[src/rtl/attack_eval_pkg.sv]
// Shared piece encodings, colour-field layout and scan FSM states for attack_eval.
package attack_eval_pkg;

  localparam int unsigned PIECE_W    = 4;
  localparam int unsigned SIDE_W     = 1;
  localparam int unsigned COLOUR_LSB = PIECE_W - SIDE_W;

  localparam logic [SIDE_W-1:0]     SIDE_WHITE = '0;
  localparam logic [SIDE_W-1:0]     SIDE_BLACK = '1;
  localparam logic [COLOUR_LSB-1:0] KIND_KING  = 3'd6;

  // Piece code is {colour, kind}; kind 0 is an empty square.
  localparam logic [PIECE_W-1:0] EMPTY_POSN = '0;
  localparam logic [PIECE_W-1:0] WHITE_KING = {SIDE_WHITE, KIND_KING};
  localparam logic [PIECE_W-1:0] BLACK_KING = {SIDE_BLACK, KIND_KING};

  typedef enum logic [1:0] {
    IDLE,
    SCAN,
    DONE
  } state_e;

  function automatic logic [3:0] popcount8(input logic [7:0] v);
    logic [3:0] n;
    n = '0;
    for (int unsigned i = 0; i < 8; i++) begin
      n = n + {3'b000, v[i]};
    end
    return n;
  endfunction

endpackage

[src/rtl/attack_eval_rank_reduce.sv]
// Combinational reduction of one rank: attack popcounts and king-in-check bits.
module rank_reduce
  import attack_eval_pkg::*;
#(
  parameter int unsigned PIECE_WIDTH = PIECE_W,
  parameter int unsigned SIDE_WIDTH  = SIDE_W
) (
  input  logic [8*PIECE_WIDTH-1:0] squares,
  input  logic [7:0]               white_bits,
  input  logic [7:0]               black_bits,
  output logic [3:0]               white_cnt,
  output logic [3:0]               black_cnt,
  output logic                     white_chk,
  output logic                     black_chk
);

  localparam int unsigned KW = PIECE_WIDTH - SIDE_WIDTH;

  always_comb begin
    white_cnt = popcount8(white_bits);
    black_cnt = popcount8(black_bits);
    white_chk = 1'b0;
    black_chk = 1'b0;
    for (int unsigned i = 0; i < 8; i++) begin
      if (squares[i*PIECE_WIDTH +: KW] == KW'(KIND_KING)) begin
        if ((squares[i*PIECE_WIDTH+KW +: SIDE_WIDTH] == SIDE_WIDTH'(SIDE_WHITE)) && black_bits[i])
          white_chk = 1'b1;
        if ((squares[i*PIECE_WIDTH+KW +: SIDE_WIDTH] == SIDE_WIDTH'(SIDE_BLACK)) && white_bits[i])
          black_chk = 1'b1;
      end
    end
  end

endmodule

[src/rtl/attack_eval.sv]
// Reduces white/black attack maps over 8 cycles (one rank per cycle) into
// control counts, a signed control difference and king-in-check flags.
module attack_eval
  import attack_eval_pkg::*;
#(
  parameter int unsigned PIECE_WIDTH = 4,
  parameter int unsigned SIDE_WIDTH  = 1,
  parameter int unsigned BOARD_WIDTH = 256
) (
  input  logic                   clk,
  input  logic                   reset,
  input  logic [BOARD_WIDTH-1:0] board,
  input  logic                   board_valid,
  input  logic [63:0]            white_is_attacking,
  input  logic [63:0]            black_is_attacking,
  input  logic                   is_attacking_done,
  output logic [6:0]             white_control,
  output logic [6:0]             black_control,
  output logic [7:0]             control_diff,
  output logic                   white_in_check,
  output logic                   black_in_check,
  output logic                   eval_valid,
  output logic                   busy
);

  localparam int unsigned RANK_W = 8 * PIECE_WIDTH;

  state_e                 state_q, state_d;
  logic [2:0]             rank_q, rank_d;
  logic                   done_q, done_d;
  logic [BOARD_WIDTH-1:0] board_pend_q, board_pend_d;
  logic [BOARD_WIDTH-1:0] board_work_q, board_work_d;
  logic [63:0]            wmap_q, wmap_d;
  logic [63:0]            bmap_q, bmap_d;
  logic [6:0]             wacc_q, wacc_d;
  logic [6:0]             bacc_q, bacc_d;
  logic                   wchk_q, wchk_d;
  logic                   bchk_q, bchk_d;
  logic [6:0]             white_control_q, white_control_d;
  logic [6:0]             black_control_q, black_control_d;
  logic [7:0]             control_diff_q, control_diff_d;
  logic                   white_in_check_q, white_in_check_d;
  logic                   black_in_check_q, black_in_check_d;
  logic                   eval_valid_q, eval_valid_d;

  logic [RANK_W-1:0] rank_sq;
  logic [7:0]        rank_w, rank_b;
  logic [3:0]        rank_wcnt, rank_bcnt;
  logic              rank_wchk, rank_bchk;
  logic              done_rise;

  always_comb begin
    rank_sq = '0;
    rank_w  = '0;
    rank_b  = '0;
    for (int unsigned r = 0; r < 8; r++) begin
      if (rank_q == 3'(r)) begin
        rank_sq = board_work_q[r*RANK_W +: RANK_W];
        rank_w  = wmap_q[r*8 +: 8];
        rank_b  = bmap_q[r*8 +: 8];
      end
    end
  end

  rank_reduce #(
    .PIECE_WIDTH (PIECE_WIDTH),
    .SIDE_WIDTH  (SIDE_WIDTH)
  ) u_rank_reduce (
    .squares    (rank_sq),
    .white_bits (rank_w),
    .black_bits (rank_b),
    .white_cnt  (rank_wcnt),
    .black_cnt  (rank_bcnt),
    .white_chk  (rank_wchk),
    .black_chk  (rank_bchk)
  );

  assign done_rise = is_attacking_done & ~done_q;

  always_comb begin
    state_d          = state_q;
    rank_d           = rank_q;
    done_d           = is_attacking_done;
    board_pend_d     = board_valid ? board : board_pend_q;
    board_work_d     = board_work_q;
    wmap_d           = wmap_q;
    bmap_d           = bmap_q;
    wacc_d           = wacc_q;
    bacc_d           = bacc_q;
    wchk_d           = wchk_q;
    bchk_d           = bchk_q;
    white_control_d  = white_control_q;
    black_control_d  = black_control_q;
    control_diff_d   = control_diff_q;
    white_in_check_d = white_in_check_q;
    black_in_check_d = black_in_check_q;
    eval_valid_d     = 1'b0;

    // A new rising edge restarts from any state and suppresses a pending result.
    if (done_rise) begin
      wmap_d       = white_is_attacking;
      bmap_d       = black_is_attacking;
      board_work_d = board_pend_q;
      wacc_d       = '0;
      bacc_d       = '0;
      wchk_d       = 1'b0;
      bchk_d       = 1'b0;
      rank_d       = '0;
      state_d      = SCAN;
    end else begin
      case (state_q)
        IDLE: ;
        SCAN: begin
          wacc_d = wacc_q + {3'b000, rank_wcnt};
          bacc_d = bacc_q + {3'b000, rank_bcnt};
          wchk_d = wchk_q | rank_wchk;
          bchk_d = bchk_q | rank_bchk;
          rank_d = rank_q + 3'd1;
          if (rank_q == 3'd7) state_d = DONE;
        end
        DONE: begin
          white_control_d  = wacc_q;
          black_control_d  = bacc_q;
          control_diff_d   = {1'b0, wacc_q} - {1'b0, bacc_q};
          white_in_check_d = wchk_q;
          black_in_check_d = bchk_q;
          eval_valid_d     = 1'b1;
          state_d          = IDLE;
        end
        default: state_d = IDLE;
      endcase
    end
  end

  always_ff @(posedge clk or posedge reset) begin
    if (reset) begin
      state_q          <= IDLE;
      rank_q           <= '0;
      done_q           <= 1'b0;
      board_pend_q     <= '0;
      board_work_q     <= '0;
      wmap_q           <= '0;
      bmap_q           <= '0;
      wacc_q           <= '0;
      bacc_q           <= '0;
      wchk_q           <= 1'b0;
      bchk_q           <= 1'b0;
      white_control_q  <= '0;
      black_control_q  <= '0;
      control_diff_q   <= '0;
      white_in_check_q <= 1'b0;
      black_in_check_q <= 1'b0;
      eval_valid_q     <= 1'b0;
    end else begin
      state_q          <= state_d;
      rank_q           <= rank_d;
      done_q           <= done_d;
      board_pend_q     <= board_pend_d;
      board_work_q     <= board_work_d;
      wmap_q           <= wmap_d;
      bmap_q           <= bmap_d;
      wacc_q           <= wacc_d;
      bacc_q           <= bacc_d;
      wchk_q           <= wchk_d;
      bchk_q           <= bchk_d;
      white_control_q  <= white_control_d;
      black_control_q  <= black_control_d;
      control_diff_q   <= control_diff_d;
      white_in_check_q <= white_in_check_d;
      black_in_check_q <= black_in_check_d;
      eval_valid_q     <= eval_valid_d;
    end
  end

  assign white_control  = white_control_q;
  assign black_control  = black_control_q;
  assign control_diff   = control_diff_q;
  assign white_in_check = white_in_check_q;
  assign black_in_check = black_in_check_q;
  assign eval_valid     = eval_valid_q;
  assign busy           = (state_q == SCAN);

endmodule

[config.mk]
export PLATFORM = sky130hd
export DESIGN_NAME = attack_eval
export DESIGN_NICKNAME = d
export VERILOG_FILES = /design/src/rtl/attack_eval_pkg.sv /design/src/rtl/attack_eval_rank_reduce.sv /design/src/rtl/attack_eval.sv
export SDC_FILE = /design/constraint.sdc
export NUM_CORES = 2
export LEC_CHECK = 0
export ABC_AREA = 1
export CORE_MARGIN = 4
export CORE_UTILIZATION = 40
export CTS_CLUSTER_DIAMETER = 120
export DETAILED_ROUTE_END_ITERATION = 12
export PLACE_DENSITY = 0.71
export SYNTH_ARGS = -nofsm -noshare
export SYNTH_HDL_FRONTEND = slang
export SYNTH_HIERARCHICAL = 1
export SYNTH_SLANG_ARGS = --single-unit
[constraint.sdc]
create_clock -name clk -period 51.3 [get_ports clk]
set_input_delay 7.695 -clock clk [delete_from_list [all_inputs] [get_ports clk]]
set_output_delay 7.695 -clock clk [all_outputs]
set_load 0.005 [all_outputs]
==> flow_metrics.py <==
metrics = {
    "cts": {
        "cts_buffers": 77,
        "post_cts.repair.setup_buffers": 0,
        "cts_resized": 0,
        "clk_pin_slew_worst_paths_ns": 0.06,
        "clock_sinks": 687,
        "root_buffer": "clkbuf_16",
        "clk_path_buf_depth": 3,
        "cts_tree": "done",
        "htreeDepth": 3,
        "insertion_delay_ns": 0.62,
        "hold_buffers": 0,
    },
    "power_and_ir_drop": {
        "switching_share_pct": 39.17,
        "p_leak_nw": 19.15,
        "clkPwrFrac_pct": 27.4,
        "combPwrFrac_pct": 40.5,
        "ir_drop_mv": 0.05942,
        "p_int_w": 0.001247,
        "seqPwrFrac_pct": 32.1,
        "p_switching_w": 0.0008032,
        "power_w": 0.002051,
        "power_density_nw_per_um2": 52.96,
    },
    "synthesis": {
        "synth.top_cell.area_share_pct": 54.74,
        "syn_area_per_cell_sq_um": 8.274,
        "netlist_area_sq_um": 31410,
        "yosysTopAreaCell": "dfrtp_1",
        "ys_types": 27,
        "synth-seq-area-share_pct": 54.74,
        "netlist_instances": 3796,
        "syn_nets": 4222,
        "ys_ff_latch": 687,
        "yosys_warnings": 6,
        "synthTopCellsByArea": "dfrtp_1 (55%), nand2_1 (16%), o21ai_0 (8.3%)",
    },
    "placement": {
        "place_congestion": 0.8929,
        "portBuffers": 413,
        "post-dp-hpwl_um": 62090,
    },
    "setup_path": {
        "critical-path-slowest-cell": "buf_4",
        "startpoint_type": "input pin",
        "worstPathMaxFanout": 96,
        "path_delay_family": "buffers and inverters",
        "crit_type": "input pin to async pin",
        "end_kind": "async pin",
        "cp.arrival_ns": 11.24,
        "critPathMaxStageDelay_ns": 0.84,
        "timing.critical_path.buf_inv": 5,
        "path_cells": "clkdlybuf4s50_1 > inv_8 > buf_4 > buf_4 > buf_4",
        "critPathRequiredTime_ns": 51.89,
        "crit_top_cell": "buf_4",
    },
    "timing": {
        "min_period_ns": 10.65,
        "finalSetupTns_ns": 0,
        "fmax_mhz": 93.94,
        "fin_crit_sh_pct": 20.75,
        "tightest_slew_ns": 1.227,
        "final-setup-viol-count": 0,
        "hold_viol": 0,
        "slew_violations": 0,
        "clock_skew_ns": 0.02426,
        "rsz0062_at_grt": "no",
        "maxSlewHeadroom_pct": 18.08,
    },
    "final_layout": {
        "layout.nets": 4522,
        "fillers": 7370,
        "multiInputGateArea_sq_um": 11350,
        "seq_area_sq_um": 17190,
        "area_delta_synth_final_pct": 23.28,
        "drive_gt1_share_pct": 7.205,
    },
    "grt": {
        "overflow": 0,
        "track_usage_pct": 21.82,
        "antenna_found_initial": 13,
        "grt_pass1_vias": 24270,
        "grt_max_degree": 265,
        "grt_pass1_wl_um": 139800,
    },
    "routing": {
        "drt_iter0_markers": 2000,
        "vias_per_cell": 4.835,
        "drtAntennaViolNets": 0,
        "drcViolationCount": 0,
        "drt_first_pass_iters": 6,
        "routedWlPerCell_um": 17.60,
        "via_count": 25120,
        "drt_wl_total_um": 91430,
    },
    "floorplan": {
        "core_area_sq_um": 77590,
        "ios": 414,
        "die_area_sq_um": 83070,
        "start_util_pct": 40.48,
        "die_y_um": 288.2,
        "die_width_um": 288.2,
        "num_rows": 102,
    },
    "outcome": {
        "status": "finished, final reports clean",
    },
    "worst_hold_path": {
        "hold_class": "flip-flop to flip-flop",
    },
    "job": {
        "cap_violations": 0,
    },
}
[synthesized netlist by cell type]
library cell and number:
nand2_1 1376, dfrtp_1 687, o21ai_0 523, inv_1 480, mux2_2 129, clkbuf_1 116, nand3_1 112, nor2_1 90
buf_2 87, a21oi_1 77, clkinv_1 32, ha_1 27, fa_1 11, nor2_2 9, buf_4 6, xnor2_1 6
nand4_1 5, o22ai_1 5, buf_6 4, inv_2 4, buf_1 2, o21ai_1 2, or2_2 2, nand2_2 1
nor3_4 1, o2111ai_1 1, xor2_1 1
[layout by cell type (no fill, tap or decap), drive strengths merged, types with 11 or more instances in the layout]
master	synthesis	layout
a21oi	77	77
buf	99	24
clkbuf	116	104
clkdlybuf4s50	0	412
clkinv	32	49
dfrtp	687	687
fa	11	11
ha	27	27
inv	484	485
mux2	129	129
nand2	1377	1377
nand3	112	112
nor2	99	99
o21ai	525	525
[cell type report]
type | count | area share [%]
Sequential cell | 687 | 44.40
Multi-Input combinational cell | 2378 | 29.31
Timing Repair Buffer | 436 | 11.23
Clock buffer | 104 | 5.626
Inverter | 516 | 5.041
Tap cell | 1040 | 3.361
Clock inverter | 29 | 0.9985
Antenna cell | 5 | 0.03231
[power by group through the flow]
stage	registers (W)	logic, W	clock network (W)
2_1_floorplan	0.000659	0.000545	0
3_5_place_dp	0.000666	0.000827	0
3_3_place_gp	0.000664	0.000808	0
5_1_grt	0.000666	0.000939	0.000597
6_report	0.000658	0.000830	0.000562
4_1_cts	0.000658	0.000832	0.000574
[routing by layer]
metal	up-vias	GRT usage, %	share of wire [%]
li1	12310	-	-
met1	11890	29.33	43
met2	720	35.10	47
met3	183	4.530	6.3
met4	16	8.080	3.7
met5	-	0	0.10
[stage by stage]
stage | hold slack [ns] | cell area [sq um] | utilization, % | instances | setup slack (ns)
2_1_floorplan | 0.4337 | 31410 | - | 3796 | 24.34
3_3_place_gp | 0.4508 | 36140 | 46.58 | 5057 | 39.89
3_5_place_dp | 0.4532 | 36140 | 46.58 | 5057 | 39.87
4_1_cts | 0.4676 | 38710 | 49.88 | 5190 | 40.54
5_1_grt | 0.4851 | 38710 | 49.89 | 5192 | 40.11
6_report | 0.4645 | 38720 | 49.90 | 5195 | 40.65
[state kept, by name, summed over array words and instances (netlist names)]
signal and cells:
bacc_q 7, wchk_q 1, control_diff 8, state_q 2, white_in_check 1, board_pend_q 256, done_q 1, black_control 7
wacc_q 7, board_work_q 256, bmap_q 64, bchk_q 1, black_in_check 1, wmap_q 64, white_control 7, eval_valid 1
rank_q 3
[cell families after synthesis]
kind of cell | after synthesis | share of synthesized area (%)
simple gates | 1596 | 19.70
xor+xnor | 7 | 0.1952
mux | 129 | 4.625
flops | 687 | 54.74
fa+ha+maj | 38 | 1.777
buf+inv | 731 | 9.250
compound gates | 608 | 9.720
[final timing paths]
path,endpoint,cells past startpoint,slack [ns],start
max reg2reg,wacc_q[6]$_DFFE_PP0P_,27,44.94,rank_q[0]$_DFFE_PP0P_
max in group clk,board_work_q[25]$_DFFE_PP0P_,6,41.47,is_attacking_done
min in group asynchronous,board_pend_q[41]$_DFFE_PP0P_,2,7.55,reset
max,board_pend_q[210]$_DFFE_PP0P_,5,40.65,reset
min,wmap_q[20]$_DFFE_PP0P_,2,0.46,wmap_q[20]$_DFFE_PP0P_
min reg2reg,wmap_q[20]$_DFFE_PP0P_,2,0.46,wmap_q[20]$_DFFE_PP0P_
[worst reg2reg max path, stage by stage, from the launching register on]
cell and delay [ns]:
dfrtp_1 0.41, ha_1 0.27, ha_1 0.49, inv_2 0.12, buf_4 0.63, o21ai_0 0.26
inv_1 0.10, nand2_1 0.08, nand2_1 0.14, nand2_1 0.08, nand2_1 0.06, nand2_1 0.07
nand2_1 0.23, fa_1 0.46, inv_1 0.08, fa_1 0.42, fa_1 0.50, inv_1 0.05
ha_1 0.21, fa_1 0.44, xor2_1 0.16, ha_1 0.35, nand3_1 0.11, nand3_1 0.11
nand2_1 0.08, nor2_1 0.12, o21ai_0 0.09, a21oi_1 0.16
Note: power is estimated with default switching activity, not from simulation.
